File: config.mk
export PLATFORM = sky130hd
export DESIGN_NAME = shift_sequencer_8bit
export DESIGN_NICKNAME = d
export VERILOG_FILES = /design/src/rtl/shift_sequencer_8bit_pkg.sv /design/src/rtl/shift_sequencer_8bit_shifter.sv /design/src/rtl/shift_sequencer_8bit.sv
export SDC_FILE = /design/constraint.sdc
export NUM_CORES = 1
export LEC_CHECK = 0
export ABC_AREA = 1
export CORE_UTILIZATION = 50
export CTS_CLUSTER_SIZE = 8
export DETAILED_ROUTE_END_ITERATION = 8
export PLACE_DENSITY = 0.83
export SYNTH_ARGS = -nofsm -noshare
export SYNTH_HDL_FRONTEND = slang
export SYNTH_SLANG_ARGS = --single-unit
File: constraint.sdc
create_clock -name clk -period 2.5 [get_ports clk]
set_clock_uncertainty 0.1 [all_clocks]
set_input_delay 0.75 -clock clk [delete_from_list [all_inputs] [get_ports clk]]
set_output_delay 0.75 -clock clk [all_outputs]
set_load 0.1 [all_outputs]
File: src/rtl/shift_sequencer_8bit_pkg.sv
// Shared types for the multi-step shift sequencer: FSM states and the captured shift mode.
package shift_sequencer_8bit_pkg;

  typedef enum logic [1:0] {
    S_IDLE  = 2'd0,
    S_SHIFT = 2'd1,
    S_DONE  = 2'd2
  } state_e;

  // Bit order matches the op decoder's mode field: {rot, la, lr}.
  typedef struct packed {
    logic rot;
    logic la;
    logic lr;
  } shift_mode_t;

endpackage

File: src/rtl/shift_sequencer_8bit_shifter.sv
// Combinational single-step 8-bit shifter: logical/arithmetic shift or rotate by one position.
module shifter_8bit (
  input  logic [7:0] i,
  input  logic       lr,
  input  logic       la,
  input  logic       rot,
  output logic [7:0] o
);

  always_comb begin
    o = '0;
    if (!lr) begin
      o = {i[6:0], (rot ? i[7] : 1'b0)};
    end else if (rot) begin
      o = {i[0], i[7:1]};
    end else begin
      o = {(la ? i[7] : 1'b0), i[7:1]};
    end
  end

endmodule

File: src/rtl/shift_sequencer_8bit.sv
// Iterates the single-step shifter N times per request over valid/ready handshakes.
module shift_sequencer_8bit
  import shift_sequencer_8bit_pkg::*;
#(
  parameter int unsigned AMT_W = 3
) (
  input  logic             clk,
  input  logic             rst_n,
  input  logic             clear,
  input  logic             in_valid,
  output logic             in_ready,
  input  logic [7:0]       operand,
  input  logic [AMT_W-1:0] amount,
  input  logic             lr,
  input  logic             la,
  input  logic             rot,
  output logic             out_valid,
  input  logic             out_ready,
  output logic [7:0]       result,
  output logic             last_out
);

  state_e           state_q, state_d;
  logic [7:0]       op_q, op_d;
  logic [AMT_W-1:0] cnt_q, cnt_d;
  shift_mode_t      mode_q, mode_d;
  logic             last_q, last_d;
  logic [7:0]       shf_o;

  shifter_8bit u_shf (
    .i   (op_q),
    .lr  (mode_q.lr),
    .la  (mode_q.la),
    .rot (mode_q.rot),
    .o   (shf_o)
  );

  always_comb begin
    state_d = state_q;
    op_d    = op_q;
    cnt_d   = cnt_q;
    mode_d  = mode_q;
    last_d  = last_q;
    unique case (state_q)
      S_IDLE: begin
        if (in_valid) begin
          op_d    = operand;
          cnt_d   = amount;
          mode_d  = '{rot: rot, la: la, lr: lr};
          last_d  = 1'b0;
          state_d = (amount == '0) ? S_DONE : S_SHIFT;
        end
      end
      S_SHIFT: begin
        op_d   = shf_o;
        cnt_d  = cnt_q - AMT_W'(1);
        last_d = mode_q.lr ? op_q[0] : op_q[7];
        if (cnt_q == AMT_W'(1)) state_d = S_DONE;
      end
      S_DONE: begin
        if (out_ready) state_d = S_IDLE;
      end
      default: state_d = S_IDLE;
    endcase
    // Flush wins over everything, including an accept in the same cycle.
    if (clear) begin
      state_d = S_IDLE;
      op_d    = '0;
      cnt_d   = '0;
      mode_d  = '0;
      last_d  = 1'b0;
    end
  end

  always_ff @(posedge clk or negedge rst_n) begin
    if (!rst_n) begin
      state_q <= S_IDLE;
      op_q    <= '0;
      cnt_q   <= '0;
      mode_q  <= '0;
      last_q  <= 1'b0;
    end else begin
      state_q <= state_d;
      op_q    <= op_d;
      cnt_q   <= cnt_d;
      mode_q  <= mode_d;
      last_q  <= last_d;
    end
  end

  assign in_ready  = (state_q == S_IDLE);
  assign out_valid = (state_q == S_DONE);
  assign result    = op_q;
  assign last_out  = last_q;

endmodule
# Word-level counts from Yosys, hierarchy flattened
# Index checks and enable logic that the tools add are counted.
[op_classes]
eq_ne = 7
reduce_logical = 9
n_addsub = 1
mux = 23
[ops]
columns = ["op", "count"]
rows = [
  ["8-bit two-way mux", 4],
  ["8-bit one-hot mux with 2 select lines", 1],
  ["3-bit two-way mux", 5],
  ["2-bit two-way mux", 5],
  ["3-bit != test (second input constant)", 2],
  ["2-bit one-hot mux with 3 select lines", 1],
  ["3-bit one-hot mux with 2 select lines", 1],
  ["3-bit AND reduction", 2],
  ["1-bit two-way mux", 5],
  ["5-bit != test (second input constant)", 1],
  ["2-bit AND reduction", 2],
  ["2-bit nonzero test", 2],
  ["3-bit by 1-bit equality test with 1-bit output (second input constant)", 1],
  ["3-bit zero test", 1],
  ["3-bit by 2-bit != test with 1-bit output (second input constant)", 1],
  ["3-bit nonzero test", 1],
  ["3-bit by 1-bit subtractor with 3-bit output (second input constant)", 1],
  ["2-bit by 1-bit equality test with 1-bit output (second input constant)", 1],
  ["2-bit equality test (second input constant)", 1],
  ["2-bit zero test", 1],
  ["1-bit one-hot mux with 2 select lines", 1],
]
[word_totals]
out_inout_bits = 11
register_bits = 17
in_bits = 19
word_cells = 48

# Longest topological paths before layout
# Gate-level depths: netlist (run 1).
[depth]
ltp_word = 5
mapped_depth = 7
mapped_depth_nobuf = 7

# Hierarchy
# A second synthesis (run 1) with hierarchy kept.
[hier_totals]
hier_cells = 165
area_unflattened_um2 = 1166.1
[modules_own_cells]
columns = ["module", "cells_per_inst", "n_inst", "area_per_inst_um2"]
rows = [
  ["shift_sequencer_8bit", 137, 1, 1027.2],
  ["shifter_8bit", 28, 1, 138.9],
]

# Worst setup path before layout (run 1)
# Ideal clock, no wire load.
[synth_timing]
kind = "register to output"
start = "register state_q[1]"
end = "output out_valid"
stages_incl_launch_ff = 3
arrival_ns = 1.804
slack_ns = -0.154
cell_sequence = "dfrtp_1 -> inv_1 -> nor2_1"
[synth_between]
elab_chain_len = 1
[synth_lines]
columns = ["element", "line_no", "rtl"]
rows = [
  ["start, declared", "shift_sequencer_8bit.sv:23", "state_e state_q, state_d;"],
  ["start signal, assigned", "shift_sequencer_8bit.sv:83", "state_q <= state_d;"],
  ["2-bit equality test", "shift_sequencer_8bit.sv:92", "assign out_valid = (state_q == S_DONE);"],
  ["end, declared", "shift_sequencer_8bit.sv:17", "output logic out_valid,"],
]
# No other way between the ends.

# Worst setup path in the final report (run 1)
# Same ends and word-level chain as after synthesis.

==> impl_results.md, run 1 <==
* Max Buffers Root-to-Sink at 2
* Critical Path Source Type: flop
* Vias in the first global route at 913
* Avg Cell Area, Syn at 6.58 sq um
* Crit-path cells: inv_1 -> nor2_2 -> buf_12
* Sequential cell area fraction in the yosys report at 40.1%
* Post-synth EDFFs at 0
* Mux contribution to synthesized area at 0%
* Simple-Gate Fraction of Synth Area at 41.1%
* CP Data Arrival Time at 1260 ps
* Hpwl dp at 1830 um
* DRT iter0 DRCs at 29
* Core area at 1980 sq um
* Hold crit path type: reg -> reg
* Number of setup violations in the final report at 0
* Unrepaired setup endpoints after global routing: false
* Mapped Area at 1060 sq um
* Clock buffer count from CTS at 3
* Crit path buffers/inverters at 2
* PnR Total Power at 1680 uW
* Adder-Cell Fraction of Synth Area at 2.36%
* Largest family of logic cells by synthesized area: simple AND/OR/NAND/NOR gates
* Die area at 2310 sq um
* Boundary Pins at 30
* WL/cell at 11.4 um
* Nets at 213
* Worst Tran Pin Value at 462 ps
* Dominant cell type by area after synthesis: dfrtp_1
* Vias at 1092
* List of most frequent post-synthesis cells: nand2_1 (73), nand3_1 (19), inv_1 (18), dfrtp_1 (17), nor2_1 (8)
* F_max at 0.474 GHz
* Slowest stage delay, CP at 510 ps
* Largest net degree at the start of global routing at 18
* TritonCTS clock tree: yes
* #FFs+latches synth at 17
* Residual DRC count at 0
* Ys Warns at 0
* Post-synth top area share at 40.1%
* Setup TNS Final at 0 ps
* Max Cap Viol at 0
* Site row count at 16
* Distinct cells, synth at 18
* Headroom to the max-slew limit at 69.2%
* Die W at 48.0 um
* Power per Cell Area at 1210 nW/um^2
* CTS root buf: clkbuf_4
* Final worst path period need at 2110 ps
* Clock Latency Late Sink at 290 ps
* Final WL at 2490 um
* Multi-input gate area at 529 sq um
* H-Tree Level Count at 1
* Placer Congestion at 0.815
* Grt ovf at 0
* Most frequent cell after synthesis: nand2_1
* Reg clk slew, reported paths at 100 ps
* Cells after Synth at 161
* Share of cells above drive strength 1 at 13.1%
* Starting Density at 53.5%
* Synth-to-layout area growth at 31.1%
* Critical Path Fanout Max at 5
* Die height at 48.0 um
* Part of the cycle the worst path needs at 84.3%
* CP Class: reg -> out
* # fillers at 159
* Xor/xnor share of the synthesized area at 0%
* Global-route wire length before repair at 3800 um
* Synth Area in Compound Gates at 6.02%
* DRT Pass-1 Iters at 4
* Via count normalized by instance count at 5.01
* Post-CTS setup buffers at 0
* Cells after DPL at 214
* Cts repair resizes at 0
* Seq. cell area at 425 sq um
* Slew Viols, Final at 0
* Initial antenna violation count at 0
* Clk sinks at 17
* Routed Antenna Nets at 0
* IO buf count at 29
* Critical path required time at 1650 ps
* Layout Cells excl Fill at 218
* Inserted Diodes at 0
* Ys async rst share at 100%
* Top cells by area, synth: dfrtp_1 (40%), nand2_1 (26%), nand3_1 (9.0%), inv_1 (6.4%), o21ai_0 (2.8%)
* Status: finished, final reports clean
* Crit. End Element: output port
* Top FF cell, synth: dfrtp_1
* GRT Overall Usage at 23.7%
* CP delay by family, top: flip-flops
* Final hold vios at 0
* Pleak at 0.000744 uW
* Worst path slowest cell: dfrtp_1
* Cts hold-fix bufs at 0
* Worst VDD drop at 0.749 mV
* Syn Nets at 182
-- cell usage in the layout, fill, tap and decap left out --
cell type / synthesis / final
clkbuf_1: 0 / 1
a21oi_1: 2 / 2
o21ai_1: 3 / 3
nor2_4: 1 / 1
buf_4: 2 / 10
dfrtp_1: 17 / 17
nand2_1: 73 / 73
o21ai_0: 6 / 6
ha_1: 2 / 2
o21ai_2: 1 / 1
clkinv_1: 1 / 1
nor2_1: 8 / 6
clkbuf_4: 0 / 3
or2_2: 2 / 2
nand3_1: 19 / 19
inv_1: 18 / 18
nor2_2: 2 / 4
inv_2: 2 / 2
clkdlybuf4s50_1: 0 / 18
buf_12: 0 / 2
-- layer usage --
layer  vias to the layer above  GRT usage [%]  share of wire [%]
met5                         -              0                  0
met4                         0           6.67               0.52
met3                         2           2.26                6.4
met2                        45           39.7                 48
met1                       489           32.5                 45
li1                        556              -                  -
-- path summary, 6_finish.rpt --
path	start	endpoint	slack, ps	depth (start not counted)
max	state_q[1]	out_valid	390	3
min reg2reg	last_out	last_out	410	2
max reg2reg	mode_q[0]	result[6]	960	6
max in group asynchronous	rst_n	state_q[0]	1430	2
min in group asynchronous	rst_n	result[4]	680	2
min	last_out	last_out	410	2
-- worst min-delay path: cells and delay by family, from the launching register on --
family,cells,cell delay (ps)
AND/OR/NAND/NOR,2,120
flip-flops,1,370
-- per-stage QoR --
step	area, sq um	setup slack [ps]	hold WS, ps	util, %
after floorplan	1060	295	354	-
after global placement	1360	283	364	68.8
after detailed placement	1360	154	391	68.8
after CTS	1390	376	417	70.1
after global routing	1390	336	444	70.1
final	1390	392	412	70.1
-- cells by family after synthesis --
| logic type | Yosys count |
|---|---|
| adders and majority gates | 2 |
| buffers and inverters | 25 |
| DFF | 17 |
| AOI/OAI and AO/OA | 12 |
| and+or+nand+nor | 105 |
-- state kept, by name, summed over array words and instances, names as in the netlist --
register,flops
mode_q,3
state_q,2
last_out,1
cnt_q,3
result,8
-- final cells by class --
class	count	share of cell area [%]
Sequential cell	17	30.6
Timing Repair Buffer	30	21.3
Clock buffer	4	1.89
Multi-Input combinational cell	119	38.1
Inverter	21	5.68
Tap cell	27	2.43
-- power breakdown --
group | total (uW) | internal (uW) | switching (uW)
sequential | 459 | 358 | 100
clock | 148 | 61.9 | 86.6
combinational | 1080 | 290 | 787
total | 1680 | 710 | 974
Power figures use the tool's default switching activity.
==> run 2, diff against run 1 <==
- CORE_UTILIZATION: 50 -> 42
- PLACE_DENSITY: 0.83 -> 0.75
- clock period: 2.5 -> 1.9 ns (I/O delays scaled with it)
==> run 2 against run 1 <==
Critical path type unchanged. Final area up 14%. Highest routed layer unchanged. Register-to-register slack worse by 580 ps. Sequential share of layout area down 3.5 points.
==> impl_results.md, run 2 (same netlist as run 1, synthesis figures left out) <==
* Die W at 52.2 um
* Boundary Pins at 30
* Unrepaired setup endpoints after global routing: false
* Vias in the first global route at 1119
* Number of setup violations in the final report at 0
* Synth-to-layout area growth at 48.8%
* P_sw at 1350 uW
* Max reg flops at 8
* Power per Cell Area at 1580 nW/um^2
* Max Cap Viol at 0
* CP Class: reg -> out
* Nets at 221
* Global-route wire length before repair at 4760 um
* Reg clk slew, reported paths at 110 ps
* Setup TNS Final at 0 ps
* Clock buffer count from CTS at 3
* CP Data Arrival Time at 1150 ps
* Headroom to the max-slew limit at 68.0%
* Seq. cell area at 428 sq um
* Hold crit path type: reg -> reg
* Share of cells above drive strength 1 at 18.1%
* Starting Density at 46.1%
* Core area at 2300 sq um
* Part of the power in registers at 25.9%
* Switching share of power at 54.3%
* Combinational group share of total power at 66.1%
* Critical Path Source Type: flop
* Pleak at 0.000814 uW
* Worst Tran Pin Value at 480 ps
* H-Tree Level Count at 1
* Final worst path period need at 1820 ps
* Residual DRC count at 0
* DRT Pass-1 Iters at 4
* Hpwl dp at 2040 um
* Critical Path Fanout Max at 5
* Most common cell after layout, fill and taps aside: nand2_1
* Clock Latency Late Sink at 290 ps
* Placer Congestion at 0.825
* Internal Power at 1140 uW
* Part of the cycle the worst path needs at 95.7%
* Vias at 1142
* Max Buffers Root-to-Sink at 2
* CTS root buf: clkbuf_4
* Die height at 52.2 um
* F_max at 0.550 GHz
* Worst reg-to-reg path cell count at 6
* Die area at 2730 sq um
* Largest net degree at the start of global routing at 18
* Status: finished, final reports clean
* Crit. End Element: output port
* Final hold vios at 0
* GRT Overall Usage at 23.5%
* Layout Cells excl Fill at 227
* Share of total power in the clock network at 7.9%
* Inserted Diodes at 0
* Via count normalized by instance count at 5.03
* Clk sinks at 17
* Hold depth at 2
* Worst VDD drop at 1.14 mV
* IO buf count at 29
* DRT iter0 DRCs at 23
* Site row count at 17
* # fillers at 192
* Multi-input gate area at 539 sq um
* Initial antenna violation count at 0
* TritonCTS clock tree: yes
* Slew Viols, Final at 0
* Grt ovf at 0
* Final WL at 2630 um
* Cells after DPL at 221
* Routed Antenna Nets at 0
* Most frequent cells in the layout: nand2_1 (73), nand3_1 (19), inv_1 (18), clkdlybuf4s50_1 (18), dfrtp_1 (15)
* WL/cell at 11.6 um
* Critical path required time at 1230 ps
==> run 2: changes by cell type in the layout (fill, tap and decap cells not counted), moves of 2 or more <==
cell     previous run  this run
buf_12              2        11
dfrtp_2             0         2
nor2_2              4         2
nor2_4              1         3
dfrtp_1            17        15
==> run 2: cell type report <==
| type | count | area share (%) |
|---|---|---|
| Timing Repair Buffer | 38 | 29.7 |
| Tap cell | 28 | 2.22 |
| Sequential cell | 17 | 27.1 |
| Inverter | 21 | 5.00 |
| Multi-Input combinational cell | 119 | 34.2 |
| Clock inverter | 1 | 0.317 |
| Clock buffer | 3 | 1.43 |
==> run 2: worst paths after layout <==
| check | slack [ps] | to | start |
|---|---|---|---|
| hold reg to reg | 450 | cnt_q[0] | cnt_q[0] |
| setup reg to reg | 380 | result[7] | mode_q[0] |
| max in group asynchronous | 1010 | state_q[1] | rst_n |
| min in group asynchronous | 490 | last_out | rst_n |
| hold / removal | 450 | cnt_q[0] | cnt_q[0] |
| setup / recovery | 80 | out_valid | state_q[1] |
==> run 2: metrics by stage <==
step / total power, uW / utilization [%] / setup slack [ps] / area [sq um] / hold WS, ps
after floorplan: 1710 / - / 131 / 1070 / 174
after global placement: 2230 / 66.7 / 72.8 / 1530 / 412
final: 2480 / 68.6 / 81.8 / 1580 / 445
after CTS: 2470 / 67.9 / 34.6 / 1560 / 455
after detailed placement: 2270 / 66.7 / 51.9 / 1530 / 433
after global routing: 2660 / 68.6 / 40.5 / 1580 / 488
==> run 2: power groups by stage <==
| stage | logic, uW | registers (uW) | clock network [uW] |
|---|---|---|---|
| 5_1_grt | 1770 | 665 | 218 |
| 6_report | 1640 | 645 | 197 |
| 3_3_place_gp | 1590 | 647 | 0 |
| 4_1_cts | 1620 | 646 | 205 |
| 3_5_place_dp | 1620 | 651 | 0 |
| 2_1_floorplan | 698 | 1010 | 0 |
==> run 2: critical path, cell delays in order (launching register included) <==
cell	delay, ps
dfrtp_2	450
inv_1	100
nor2_4	120
buf_12	180
==> run 2: timing repair <==
action / in CTS / in global routing
resized for setup: 1 / 1
endpoints found under the setup margin: 1 / 1
buffers inserted: 0 / 2
hold buffers: 0 / 0
==> run 2: per-layer routing <==
| layer | vias up | routed length (um) | part of all wire [%] | global-route usage [%] |
|---|---|---|---|---|
| met5 | - | 0 | 0 | 0 |
| met4 | 0 | 51 | 1.9 | 9.21 |
| met3 | 6 | 119 | 4.5 | 3.19 |
| met2 | 34 | 1250 | 48 | 37.8 |
| met1 | 530 | 1210 | 46 | 31.8 |
| li1 | 572 | - | - | - |
